--- config.mk ---
export PLATFORM = sky130hd
export DESIGN_NAME = audio_sample_streamer
export DESIGN_NICKNAME = d
export VERILOG_FILES = /design/src/rtl/audio_stream_pkg.sv /design/src/rtl/sample_fifo.sv /design/src/rtl/audio_sample_streamer.sv
export SDC_FILE = /design/constraint.sdc
export NUM_CORES = 1
export LEC_CHECK = 0
export ABC_CLOCK_PERIOD_IN_PS = 4870
export CORE_MARGIN = 2
export CORE_UTILIZATION = 51
export CTS_CLUSTER_DIAMETER = 40
export DETAILED_ROUTE_END_ITERATION = 7
export PLACE_DENSITY = 0.81
export SLEW_MARGIN = 25
export SYNTH_ARGS = -nofsm -noshare
export SYNTH_HDL_FRONTEND = slang
export SYNTH_SLANG_ARGS = --single-unit
--- constraint.sdc ---
create_clock -name CLOCK_50 -period 4.87 [get_ports CLOCK_50]
set_clock_uncertainty 0.05 [all_clocks]
set_input_delay 0.487 -clock CLOCK_50 [delete_from_list [all_inputs] [get_ports CLOCK_50]]
set_output_delay 0.487 -clock CLOCK_50 [all_outputs]
set_load 0.01 [all_outputs]
--- src/rtl/audio_stream_pkg.sv ---
// rtl/audio_stream_pkg.sv - shared types for the audio sample streamer
package audio_stream_pkg;

    typedef enum logic [1:0] {
        MODE_SILENCE = 2'd0,
        MODE_SQUARE  = 2'd1,
        MODE_RAMP    = 2'd2,
        MODE_EXT     = 2'd3
    } mode_t;

    typedef enum logic {
        S_WAIT_READY  = 1'b0,
        S_WAIT_ACCEPT = 1'b1
    } state_t;

    // Smallest usable square period; shorter requests are stretched to this.
    localparam int MIN_PERIOD = 2;

endpackage

--- src/rtl/sample_fifo.sv ---
// rtl/sample_fifo.sv - synchronous FIFO buffering external stereo samples
module sample_fifo #(
    parameter int W     = 32,
    parameter int DEPTH = 4
) (
    input  logic         i_clk,
    input  logic         i_reset,
    input  logic         i_push,
    input  logic [W-1:0] i_push_data,
    input  logic         i_pop,
    output logic         o_full,
    output logic         o_empty,
    output logic [W-1:0] o_head
);

    localparam int AW = (DEPTH > 1) ? $clog2(DEPTH) : 1;
    localparam int CW = AW + 1;

    logic [W-1:0]  r_mem [DEPTH];
    logic [AW-1:0] r_wr_ptr;
    logic [AW-1:0] r_rd_ptr;
    logic [CW-1:0] r_count;

    logic w_do_push;
    logic w_do_pop;

    assign o_full    = (r_count == CW'(DEPTH));
    assign o_empty   = (r_count == '0);
    assign o_head    = r_mem[r_rd_ptr];
    // Push into a full FIFO or pop from an empty one is silently ignored.
    assign w_do_push = i_push && !o_full;
    assign w_do_pop  = i_pop && !o_empty;

    // Storage array; contents are don't-care until written, so no reset.
    always_ff @(posedge i_clk) begin
        if (w_do_push) begin
            r_mem[r_wr_ptr] <= i_push_data;
        end
    end

    // Pointers wrap naturally because DEPTH is a power of two.
    always_ff @(posedge i_clk) begin
        if (i_reset) begin
            r_wr_ptr <= '0;
            r_rd_ptr <= '0;
            r_count  <= '0;
        end else begin
            if (w_do_push) begin
                r_wr_ptr <= r_wr_ptr + AW'(1);
            end
            if (w_do_pop) begin
                r_rd_ptr <= r_rd_ptr + AW'(1);
            end
            if (w_do_push && !w_do_pop) begin
                r_count <= r_count + CW'(1);
            end else if (w_do_pop && !w_do_push) begin
                r_count <= r_count - CW'(1);
            end
        end
    end

endmodule

--- src/rtl/audio_sample_streamer.sv ---
// rtl/audio_sample_streamer.sv - stereo sample source driving the codec write handshake
module audio_sample_streamer
    import audio_stream_pkg::*;
#(
    parameter int SAMPLE_W   = 16,
    parameter int PERIOD_W   = 16,
    parameter int FIFO_DEPTH = 4
) (
    input  logic                CLOCK_50,
    input  logic                reset,
    input  logic [1:0]          mode,
    input  logic [PERIOD_W-1:0] period,
    input  logic [SAMPLE_W-1:0] amplitude,
    input  logic [SAMPLE_W-1:0] step,
    input  logic                mute,
    input  logic                src_valid,
    output logic                src_ready,
    input  logic [SAMPLE_W-1:0] src_left,
    input  logic [SAMPLE_W-1:0] src_right,
    input  logic                write_ready,
    output logic                write_s,
    output logic [SAMPLE_W-1:0] writedata_left,
    output logic [SAMPLE_W-1:0] writedata_right,
    output logic [31:0]         sample_count
);

    localparam int FW = 2 * SAMPLE_W;

    state_t              r_state;
    mode_t               r_mode_prev;
    logic [PERIOD_W-1:0] r_cnt;
    logic [SAMPLE_W-1:0] r_ramp;

    mode_t               w_mode;
    logic                w_mode_chg;
    logic [PERIOD_W-1:0] w_period_eff;
    logic [PERIOD_W-1:0] w_cnt_cur;
    logic [PERIOD_W-1:0] w_cnt_inc;
    logic [PERIOD_W-1:0] w_cnt_next;
    logic [SAMPLE_W-1:0] w_ramp_cur;
    logic [SAMPLE_W-1:0] w_sq_level;
    logic [SAMPLE_W-1:0] w_gen_left;
    logic [SAMPLE_W-1:0] w_gen_right;
    logic                w_avail;
    logic                w_launch;
    logic                w_push;
    logic                w_pop;
    logic                w_fifo_full;
    logic                w_fifo_empty;
    logic [FW-1:0]       w_fifo_head;

    assign w_mode     = mode_t'(mode);
    assign w_mode_chg = (w_mode != r_mode_prev);

    // A mode switch seen on the launch cycle already starts the generator from zero.
    assign w_period_eff = (period < PERIOD_W'(MIN_PERIOD)) ? PERIOD_W'(MIN_PERIOD) : period;
    assign w_cnt_cur    = (w_mode_chg || (r_cnt >= w_period_eff)) ? '0 : r_cnt;
    assign w_cnt_inc    = w_cnt_cur + PERIOD_W'(1);
    assign w_cnt_next   = (w_cnt_inc == w_period_eff) ? '0 : w_cnt_inc;
    assign w_ramp_cur   = w_mode_chg ? '0 : r_ramp;
    assign w_sq_level   = (w_cnt_cur < (w_period_eff >> 1)) ? -amplitude : amplitude;

    assign src_ready = !w_fifo_full && !reset;
    assign w_push    = src_valid && src_ready;
    assign w_avail   = (w_mode == MODE_EXT) ? !w_fifo_empty : 1'b1;
    assign w_launch  = (r_state == S_WAIT_READY) && write_ready && w_avail;
    assign w_pop     = w_launch && (w_mode == MODE_EXT);

    sample_fifo #(
        .W     (FW),
        .DEPTH (FIFO_DEPTH)
    ) u_fifo (
        .i_clk       (CLOCK_50),
        .i_reset     (reset),
        .i_push      (w_push),
        .i_push_data ({src_left, src_right}),
        .i_pop       (w_pop),
        .o_full      (w_fifo_full),
        .o_empty     (w_fifo_empty),
        .o_head      (w_fifo_head)
    );

    // Select the stereo pair offered at the next launch for the current mode.
    always_comb begin
        w_gen_left  = '0;
        w_gen_right = '0;
        case (w_mode)
            MODE_SQUARE: begin
                w_gen_left  = w_sq_level;
                w_gen_right = w_sq_level;
            end
            MODE_RAMP: begin
                w_gen_left  = w_ramp_cur;
                w_gen_right = w_ramp_cur;
            end
            MODE_EXT: begin
                w_gen_left  = w_fifo_head[FW-1:SAMPLE_W];
                w_gen_right = w_fifo_head[SAMPLE_W-1:0];
            end
            default: begin
                w_gen_left  = '0;
                w_gen_right = '0;
            end
        endcase
    end

    // Generator state: cleared on a mode change, advanced only when a sample launches.
    always_ff @(posedge CLOCK_50) begin
        if (reset) begin
            r_mode_prev <= MODE_SILENCE;
            r_cnt       <= '0;
            r_ramp      <= '0;
        end else begin
            r_mode_prev <= w_mode;
            if (w_mode_chg) begin
                r_cnt  <= '0;
                r_ramp <= '0;
            end
            if (w_launch && (w_mode == MODE_SQUARE)) begin
                r_cnt <= w_cnt_next;
            end
            if (w_launch && (w_mode == MODE_RAMP)) begin
                r_ramp <= w_ramp_cur + step;
            end
        end
    end

    // Codec handshake: launch on write_ready, hold until the codec drops write_ready.
    always_ff @(posedge CLOCK_50) begin
        if (reset) begin
            r_state         <= S_WAIT_READY;
            write_s         <= 1'b0;
            writedata_left  <= '0;
            writedata_right <= '0;
            sample_count    <= '0;
        end else if (r_state == S_WAIT_READY) begin
            write_s <= 1'b0;
            if (w_launch) begin
                writedata_left  <= mute ? '0 : w_gen_left;
                writedata_right <= mute ? '0 : w_gen_right;
                write_s         <= 1'b1;
                r_state         <= S_WAIT_ACCEPT;
            end
        end else begin
            if (!write_ready) begin
                write_s      <= 1'b0;
                sample_count <= sample_count + 32'd1;
                r_state      <= S_WAIT_READY;
            end
        end
    end

endmodule

Word-level counts from Yosys, hierarchy flattened. Memory sizes are Yosys's and may differ from the RTL's. A register that Yosys moved wholly into a read port is not among the register bits. Cells that the tools add are included.

Register bits after elaboration: 107. Memory bits (writable): 128. Bits of input ports: 87. Output and inout bits: 66. Word-level logic and storage cells: 78. Memories: 1.

$add $sub $neg: 8. Order comparisons: 3. Equal/unequal tests: 7. Mux-type cells: 24. Bitwise gates (word level): 2. Reduce and logical (&&, ||, !) cells: 22.

Memories: u_fifo.r_mem (words 4, width 32, read ports 1, clocked after memory_dff 1, write ports 1, RTL line sample_fifo.sv:19) `logic [W-1:0] r_mem [DEPTH];`.

Operators with widths (count): two-way mux 16 bit (10); one-hot mux 16 bit (3 select lines) (2); adder 32 x 1 -> 32 bit, second input constant (1); adder 16 x 1 -> 16 bit, second input constant (1); adder 16 bit (1); == test 16 bit (1); greater-or-equal comparator 16 bit (1); less-than comparator 16 x 15 -> 1 bit (1); less-than comparator 16 x 2 -> 1 bit, second input constant (1); negation 16 bit (1); logical AND 1 bit (11); two-way mux 1 bit (8); two-way mux 3 bit (2); zero test 1 bit (5); adder 2 x 1 -> 2 bit, second input constant (2); == test 2 bit, second input constant (2); two-way mux 2 bit (2); AND reduction 2 bit (2); nonzero test 2 bit (2); adder 3 x 1 -> 3 bit, second input constant (1); == test 3 bit, second input constant (1); zero test 3 bit (1); subtractor 3 x 1 -> 3 bit, second input constant (1); == test 2 x 1 -> 1 bit, second input constant (1); 4 further kinds (5).

Logic depth before layout (Yosys ltp). Gate-level depths: netlist (run 1).

Depth in word-level cells: 9. Gate-level depth with buffers: 24. Depth with buffers taken out: 19.

By module. Synthesis (run 1) repeated with hierarchy kept, for this count alone.

Cells, all modules: 1037. Area, all modules: 11807.6 um2.

By module, submodules not included: audio_sample_streamer (instances 1, cells an instance 822, area an instance 6675.2 um2, seq. area each 2001.9 um2); sample_fifo (instances 1, cells an instance 215, area an instance 5132.4 um2, seq. area each 4023.9 um2).

Least setup slack after synthesis (run 1). OpenSTA, ideal clock, no wires.

Path kind: input to register. From: input period[10]. To: register r_cnt[4]. Setup time: 0.118 ns. Arrival time: 5.066 ns. Data required time: 4.702 ns. Setup slack: -0.363 ns. Cell stages on the path: 24. Path buffers: 5. Path through: nor4_1 > nand4_1 > and2_1 > ha_1 > nor3b_1 > o21ai_0 > a211oi_1 > o21a_1 > buf_4 > buf_2 > clkbuf_1 > and2_1 > ha_1 > nand3_2 > and2_1 > or2_1 > or4_1 > a21oi_1 > o22ai_1 > or4_1 > buf_2 > buf_6 > o2111ai_1 > nand2_1.

Cells in the longest elaborated chain, start to end: 9.

Ends and longest elaborated chain: from (decl) (RTL line audio_sample_streamer.sv:12) `input logic [PERIOD_W-1:0] period,`; less-than comparator 16 x 2 -> 1 bit (RTL line audio_sample_streamer.sv:56) `assign w_period_eff = (period < PERIOD_W'(MIN_PERIOD)) ? PERIOD_W'(MIN_PERIOD) : period;`; two-way mux 16 bit (*) (RTL line audio_sample_streamer.sv:56); greater-or-equal comparator 16 bit (RTL line audio_sample_streamer.sv:57) `assign w_cnt_cur = (w_mode_chg || (r_cnt >= w_period_eff)) ? '0 : r_cnt;`; logical OR 1 bit (RTL line audio_sample_streamer.sv:57); two-way mux 16 bit (RTL line audio_sample_streamer.sv:57); adder 16 x 1 -> 16 bit (RTL line audio_sample_streamer.sv:58) `assign w_cnt_inc = w_cnt_cur + PERIOD_W'(1);`; == test 16 bit (RTL line audio_sample_streamer.sv:59) `assign w_cnt_next = (w_cnt_inc == w_period_eff) ? '0 : w_cnt_inc;`; two-way mux 16 bit (*) (RTL line audio_sample_streamer.sv:59); two-way mux 16 bit (*) (RTL line audio_sample_streamer.sv:119) `if (w_launch && (w_mode == MODE_SQUARE)) begin`; to (signal assigned) (RTL line audio_sample_streamer.sv:120) `r_cnt <= w_cnt_next;`; to (decl) (RTL line audio_sample_streamer.sv:31) `logic [PERIOD_W-1:0] r_cnt;`.

Every way passes the cells marked *; elsewhere a longest branch is shown, timed or not. A chain may end at the register's enable or synchronous reset.

Worst setup path in the final report (run 1).
From: input period[6]. To: register r_cnt[15].

Same word-level chain as after synthesis.

==> results by group, run 1 <==
Clock tree
  – CTS tree: yes
  – Post-cts sizing count: 0
  – Clk Tree Root Cell: clkbuf_16
  – Worst skew pair latency: between 0.5 and 0.6 ns
  – Cts bufs inserted: 29
  – Hold-fix buffers at CTS: 0
  – CTS Buffer Depth: 3
  – Clock Sinks: 237
  – Post-CTS setup buffer count: 0
  – H-tree lvl count: 1
  – Clk slew on worst S/H paths: 0.06 ns

Route
  – Met3 WL: 2.732 mm
  – Final wirelength: 33.01 mm
  – Routed length on met1: 12.89 mm
  – Router iterations before antenna repair: 5
  – DR WL met2: 16.29 mm
  – Post-route DRC: 0
  – Via count: 9,768
  – Antenna viol nets, final: 0
  – Wire per inst: around 20 um
  – Uppermost layer routed: met5
  – Vias/cell: roughly 6
  – 1st-iter DRT viols: 724

Timing
  – Final hold violation count: 0
  – Final hold slack: around 0.45 ns
  – Max Freq: 215.5 MHz
  – Final period util: 95.28%
  – Max-slew violation count: 0
  – Period minus WS final: 4.640 ns
  – Rel. slew slack: 29.59%
  – Final worst slack: 0.2301 ns
  – Slew @ Worst Pin: between 1 and 1.5 ns
  – Setup violators final: 0

Synth
  – Post-synth top area share: 31.66%
  – Ys Warns: 0
  – Netlist area before placement: 0.01214 mm2
  – Syn nets: 1,254
  – Top-count cell post-synth: edfxtp_1
  – Post-synth EDFFs: 128
  – Avg Cell Area, Syn: between 10 and 15 um2
  – Register area share after synthesis: 49.63%
  – Synth area leader: edfxtp_1
  – Synth cell types: 66
  – Mapped Cells: 1,112
  – Ranking of synthesized cells by area: edfxtp_1 32%, dfxtp_1 18%, mux4_2 5.9%
  – Commonest cells post-synth: 128 x edfxtp_1, 109 x dfxtp_1, 105 x nand2_1, 69 x a21oi_1, 69 x nor2_1
  – Seq cells post-synth: 237
  – Main synth FF type: edfxtp_1
  – Async SR Flop Fraction: 0%

Global routing
  – Initial antenna violation count: 3
  – Largest net degree at the start of global routing: 95
  – Global-route wire length before repair: 50.80 mm
  – Remaining Overflow, GRT: 0
  – Total GRT Usage: about a quarter
  – Vias in the first global route: 9,738

Layout
  – Final layout net count: 1,473
  – Layout cells sized above 1: 16.69%
  – Non-Filler Instances: roughly 1.7k
  – Layout area overhead: 28.87%
  – FILL cells: 1,763
  – Fin area: between 0.015 and 0.02 mm2

Hold path
  – Worst min-delay path class: reg2reg

Critical path
  – Crit-path leading delay family: simple AND/OR/NAND/NOR gates
  – Worst EP required: 5.24 ns
  – Worst path cell trace: clkdlybuf4s50_1 -> nor4_2 -> nand4_1 -> and2_4 -> ha_1 -> nor3b_2 -> o21ai_1 -> a211oi_2 -> buf_4 -> o211ai_1 -> inv_1 -> ha_4 -> nand3_2 -> and2_1 -> or2_1 -> or4_1 -> a21oi_2 -> o22ai_1 -> or4_4 -> buf_8 -> a32oi_2 -> o31ai_1
  – Crit Path Max Fanout: 15
  – Setup crit start kind: input port
  – CP peak stage delay: 0.50 ns
  – Crit end category: register
  – CP bufs+invs: 4
  – Arr. time, crit path: between 5 and 6 ns
  – Critical-path top delay cell: or4_1
  – CP Class: in2reg

Floorplanning
  – Starting Density: 51.88%
  – I/O pins: roughly 150
  – Die span in x: 158.3 um
  – FP Rows: 56
  – Die Span Y: around 160 um
  – Core Area: 0.02340 mm2
  – Die area: 0.02505 mm2

Pwr
  – Power per cell area: 300.7 mW/mm2
  – Internal power of the cells: 3.566 mW
  – Overall power: approximately 4.7 mW
  – VDD IR-drop max: 0.3408 mV
  – Net Sw Frac: between 20% and 30%
  – Clock share of power: 43.3%
  – P_leak: 5.837 nW
  – Sequential share of power: between 40% and 50%
  – Psw: 1.138 mW
  – Combinational power share: 10.1%

Placement
  – Placed cell areas: 0.01459 mm2
  – GPL Wtd Cong: roughly 0.96
  – Final HPWL from detailed placement: 23.59 mm
  – Placed cells: approximately 1.6k
  – Worst slack, placed: -0.5139 ns
  – I/O Buffers: 152

Status
  – Outcome: finished, final reports clean

Flow run
  – Max-capacitance violation count: 0
## sequential cells by signal, indices dropped and copies added, names as in the netlist, named ones only
| name | count |
|---|---|
| r_mode_prev | 2 |
| write_s | 1 |
| r_state | 1 |
| writedata_right | 16 |
| writedata_left | 16 |
| u_fifo.r_wr_ptr | 2 |
| u_fifo.r_rd_ptr | 2 |
| u_fifo.r_count | 3 |
| u_fifo.r_mem | 128 |
| sample_count | 32 |
| r_ramp | 16 |
| r_cnt | 16 |
## layer usage
layer / vias to the layer above / global-route usage (%)
li1: 4608 / -
met1: 4732 / 31.85
met2: 353 / 45.28
met3: 73 / 6.151
met4: 2 / 9.653
met5: - / 0
## through the flow
step / util [%] / setup TNS [ns]
floorplan: - / 0
global placement: 62.31 / -14.10
detailed placement: 62.32 / -18.89
CTS: 66.28 / 0
global route: 66.84 / -0.01570
finish: 66.85 / 0
## tightest hold or removal path: cells and delay by family (launching register included)
kind	cells	cell delay [ns]
simple gates	1	0.07
compound gates	1	0.06
flops	1	0.33
## final cells by class
cell class / count / area (um2) / share of cell area (%)
repair buffers: 253 / 2282 / 14.59
inverters: 32 / 120.1 / 0.7678
flip-flops and latches: 237 / 6027 / 38.52
multi-input cells: 778 / 5886 / 37.62
diodes: 2 / 5.005 / 0.03199
clock buffers: 35 / 758.2 / 4.846
clock inverters: 19 / 167.7 / 1.072
well taps: 319 / 399.1 / 2.551
## cell families (layout without fill, tap and decap cells)
group | count (synthesis) | after routing | share of synthesized area (%)
xor gates and xnor gates | 77 | 77 | 5.957
adders and majority gates | 55 | 55 | 5.792
AOI/OAI and AO/OA | 233 | 234 | 13.12
other | 0 | 2 | 0
muxes | 36 | 36 | 6.266
DFF | 237 | 237 | 49.63
and+or+nand+nor | 376 | 376 | 15.93
buffers and inverters | 98 | 339 | 3.298
## placed cells by master (no fill, tap or decap), types with 32 or more instances in the layout
cell and instances:
and3_1 38, nand2_1 104, buf_4 100, ha_1 52, a22oi_1 38, a21oi_1 68
dfxtp_1 108, edfxtp_1 128, xor2_1 44, mux4_2 32, inv_1 32, nor2_1 69
clkdlybuf4s50_1 151
## power groups by stage
stage / clock network [mW] / registers, mW / logic [mW]
2_1_floorplan: 0 / 2.22 / 0.250
4_1_cts: 2.06 / 2.19 / 0.471
6_report: 2.04 / 2.19 / 0.477
5_1_grt: 2.14 / 2.19 / 0.515
3_3_place_gp: 0 / 2.23 / 0.454
3_5_place_dp: 0 / 2.23 / 0.467
## worst paths after layout
kind / from / end / slack [ns] / cells after the start
worst max-delay path: period[6] / r_cnt[15] / 0.23 / 22
worst max register to register: r_cnt[11] / r_cnt[15] / 0.63 / 19
worst min-delay path: writedata_right[0] / writedata_right[0] / 0.45 / 2
worst min register to register: writedata_right[0] / writedata_right[0] / 0.45 / 2
Power figures use the tool's default switching activity.
==> run 2: changes to the inputs <==
--- a/config.mk
+++ b/config.mk
@@ -11,6 +11,7 @@
 export CTS_CLUSTER_DIAMETER = 40
 export DETAILED_ROUTE_END_ITERATION = 7
 export PLACE_DENSITY = 0.81
+export REMOVE_ABC_BUFFERS = 1
 export SLEW_MARGIN = 25
 export SYNTH_ARGS = -nofsm -noshare
 export SYNTH_HDL_FRONTEND = slang
==> results by group, run 2 (same netlist as run 1, synthesis figures left out) <==
Hold path
  – Worst min-delay path class: in2reg

Critical path
  – Worst path cell trace: clkdlybuf4s50_1 -> nor4_2 -> nand4_1 -> and2_4 -> ha_1 -> nor3b_2 -> o21ai_1 -> a211oi_2 -> o21a_1 -> and2_4 -> ha_4 -> and3_4 -> buf_4 -> and4_4 -> xnor2_1 -> o2111ai_1 -> a2111o_1 -> or4_4 -> buf_6 -> a32oi_1 -> o31ai_1
  – Reg2reg setup slack: 0.39 ns
  – Worst EP required: 5.19 ns
  – Cell mode on critical path: and2_4
  – Crit Path Max Fanout: 8
  – CP peak stage delay: 0.56 ns
  – CP Class: in2reg
  – Arr. time, crit path: 4.96 ns
  – Setup crit start kind: input port
  – Crit end category: register
  – Critical-path top delay cell: or4_4

Floorplanning
  – I/O pins: 153
  – Die area: 0.02505 mm2
  – Core Area: between 0.02 and 0.025 mm2
  – Die Span Y: 158.3 um
  – Die span in x: around 160 um
  – FP Rows: 56
  – Starting Density: around half

Pwr
  – Power per cell area: 314.9 mW/mm2
  – Overall power: about 5.0 mW
  – P_leak: 6.005 nW
  – VDD IR-drop max: 0.3186 mV

Layout
  – Layout area overhead: 31.38%
  – Top flop regs: u_fifo.r_mem: 128 flops, sample_count: 32 flops
  – Largest reg by FF count: u_fifo.r_mem
  – Final layout net count: roughly 1.5k
  – Most common cell after layout, fill and taps aside: clkdlybuf4s50_1
  – FILL cells: 1,701
  – Final Util: 68.16%
  – Register Area: 0.006028 mm2
  – Layout cells sized above 1: 18.35%
  – Non-Filler Instances: 1,676
  – Flip-flop count of the largest register after layout: 128
  – Final antenna diode count: 0
  – Most frequent cells in the layout: 139 x clkdlybuf4s50_1, 128 x edfxtp_1, 107 x dfxtp_1
  – Multi-input logic area: 0.005992 mm2
  – Fin area: 0.01595 mm2

Global routing
  – Initial antenna violation count: 1
  – Global-route wire length before repair: 50.94 mm
  – Remaining Overflow, GRT: 0
  – Largest net degree at the start of global routing: 88
  – Vias in the first global route: 9,680
  – Total GRT Usage: a little over a quarter

Clock tree
  – Clk slew on worst S/H paths: 0.05 ns
  – Clk Tree Root Cell: clkbuf_16
  – Cts bufs inserted: 34
  – H-tree lvl count: 2
  – CTS Buffer Depth: 3
  – Worst skew pair latency: 0.51 ns
  – Clock Sinks: 237
  – CTS tree: yes

Timing
  – RSZ-0062 raised after global routing: false
  – Rel. slew slack: 31.74%
  – Slew @ Worst Pin: 1.024 ns
  – Final period util: 95.22%
  – Final hold violation count: 0
  – Max Freq: 215.7 MHz
  – Max-slew violation count: 0
  – Setup violators final: 0
  – Period minus WS final: 4.637 ns

Route
  – Wire per inst: 20.26 um
  – Post-route DRC: 0
  – Router iterations before antenna repair: 6
  – 1st-iter DRT viols: around 940
  – Vias/cell: 5.950
  – Antenna viol nets, final: 0
  – Final wirelength: 33.95 mm
  – Via count: 9,973

Placement
  – GPL Wtd Cong: between 0.9 and 1
  – I/O Buffers: 152
  – Placed cells: approximately 1.6k
  – Final HPWL from detailed placement: 22.33 mm
  – Placed cell areas: 0.01455 mm2

Flow run
  – Max-capacitance violation count: 0

Status
  – Outcome: finished, final reports clean
-- run 2: cell count changes in the layout (fill, tap and decap cells not counted), sizes merged --
cell / delta
clkdlybuf4s50: -12
buf: -3
dlygate4sd2: +1
dlymetal6s2s: +11
diode: -2
clkinvlp: +2
clkinv: -2
a221o: -1
inv: -3
clkbuf: +10
-- run 2: metal layers --
metal  up-vias  routed length (um)  track usage (%)
met2       483               16330            43.60
met4         2                 850            8.623
met3        69                2963            5.226
met1      4821               13800            34.55
met5         -                  13                0
li1       4598                   -                -
-- run 2: final timing paths --
| kind | startpoint | end | depth (start not counted) |
|---|---|---|---|
| setup / recovery | period[7] | r_cnt[15] | 21 |
| hold reg to reg | sample_count[31] | sample_count[31] | 2 |
| setup reg to reg | r_cnt[13] | r_cnt[15] | 17 |
| hold / removal | reset | u_fifo.r_count[2] | 2 |
-- run 2: critical path, delay by kind of cell --
kind | cells | cell delay (ns)
xor gates and xnor gates | 1 | 0.11
AOI/OAI and AO/OA | 7 | 1.35
adders and majority gates | 2 | 0.43
buffers and inverters | 3 | 0.71
and+or+nand+nor | 8 | 1.85
-- run 2: where the power goes --
part           internal [mW]  leakage, nW  switching (mW)
Sequential              2.16         2.04          0.0271
Combinational          0.221         3.44           0.267
Clock                   1.43        0.520           0.908
-- run 2: layout make-up --
cell class,instances,share of cell area [%]
clock inverters,16,0.9805
inverters,32,0.7531
clock buffers,45,5.915
flip-flops and latches,237,37.79
well taps,319,2.502
multi-input cells,777,37.57
repair buffers,250,14.49
-- run 2: stage by stage --
| stage | TNS [ns] | setup WS [ns] | hold slack [ns] |
|---|---|---|---|
| finish | 0 | 0.2329 | 0.2372 |
| global route | 0 | 0.001124 | 0.2379 |
| CTS | -0.001319 | -0.001256 | 0.2116 |
| global placement | -24.60 | -0.6127 | 0.4167 |
| detailed placement | -28.50 | -0.7209 | 0.4320 |
| floorplan | -8.827 | -0.5339 | 0.4160 |
-- run 2: repair_timing --
| action | in CTS | in global routing |
|---|---|---|
| gates resized for setup | 14 | 54 |
| hold buffers | 0 | 0 |
| pin swaps | 4 | 19 |
| cloned | 1 | 0 |
| endpoints found under the setup margin | 46 | 46 |
| buffers inserted | 1 | 0 |
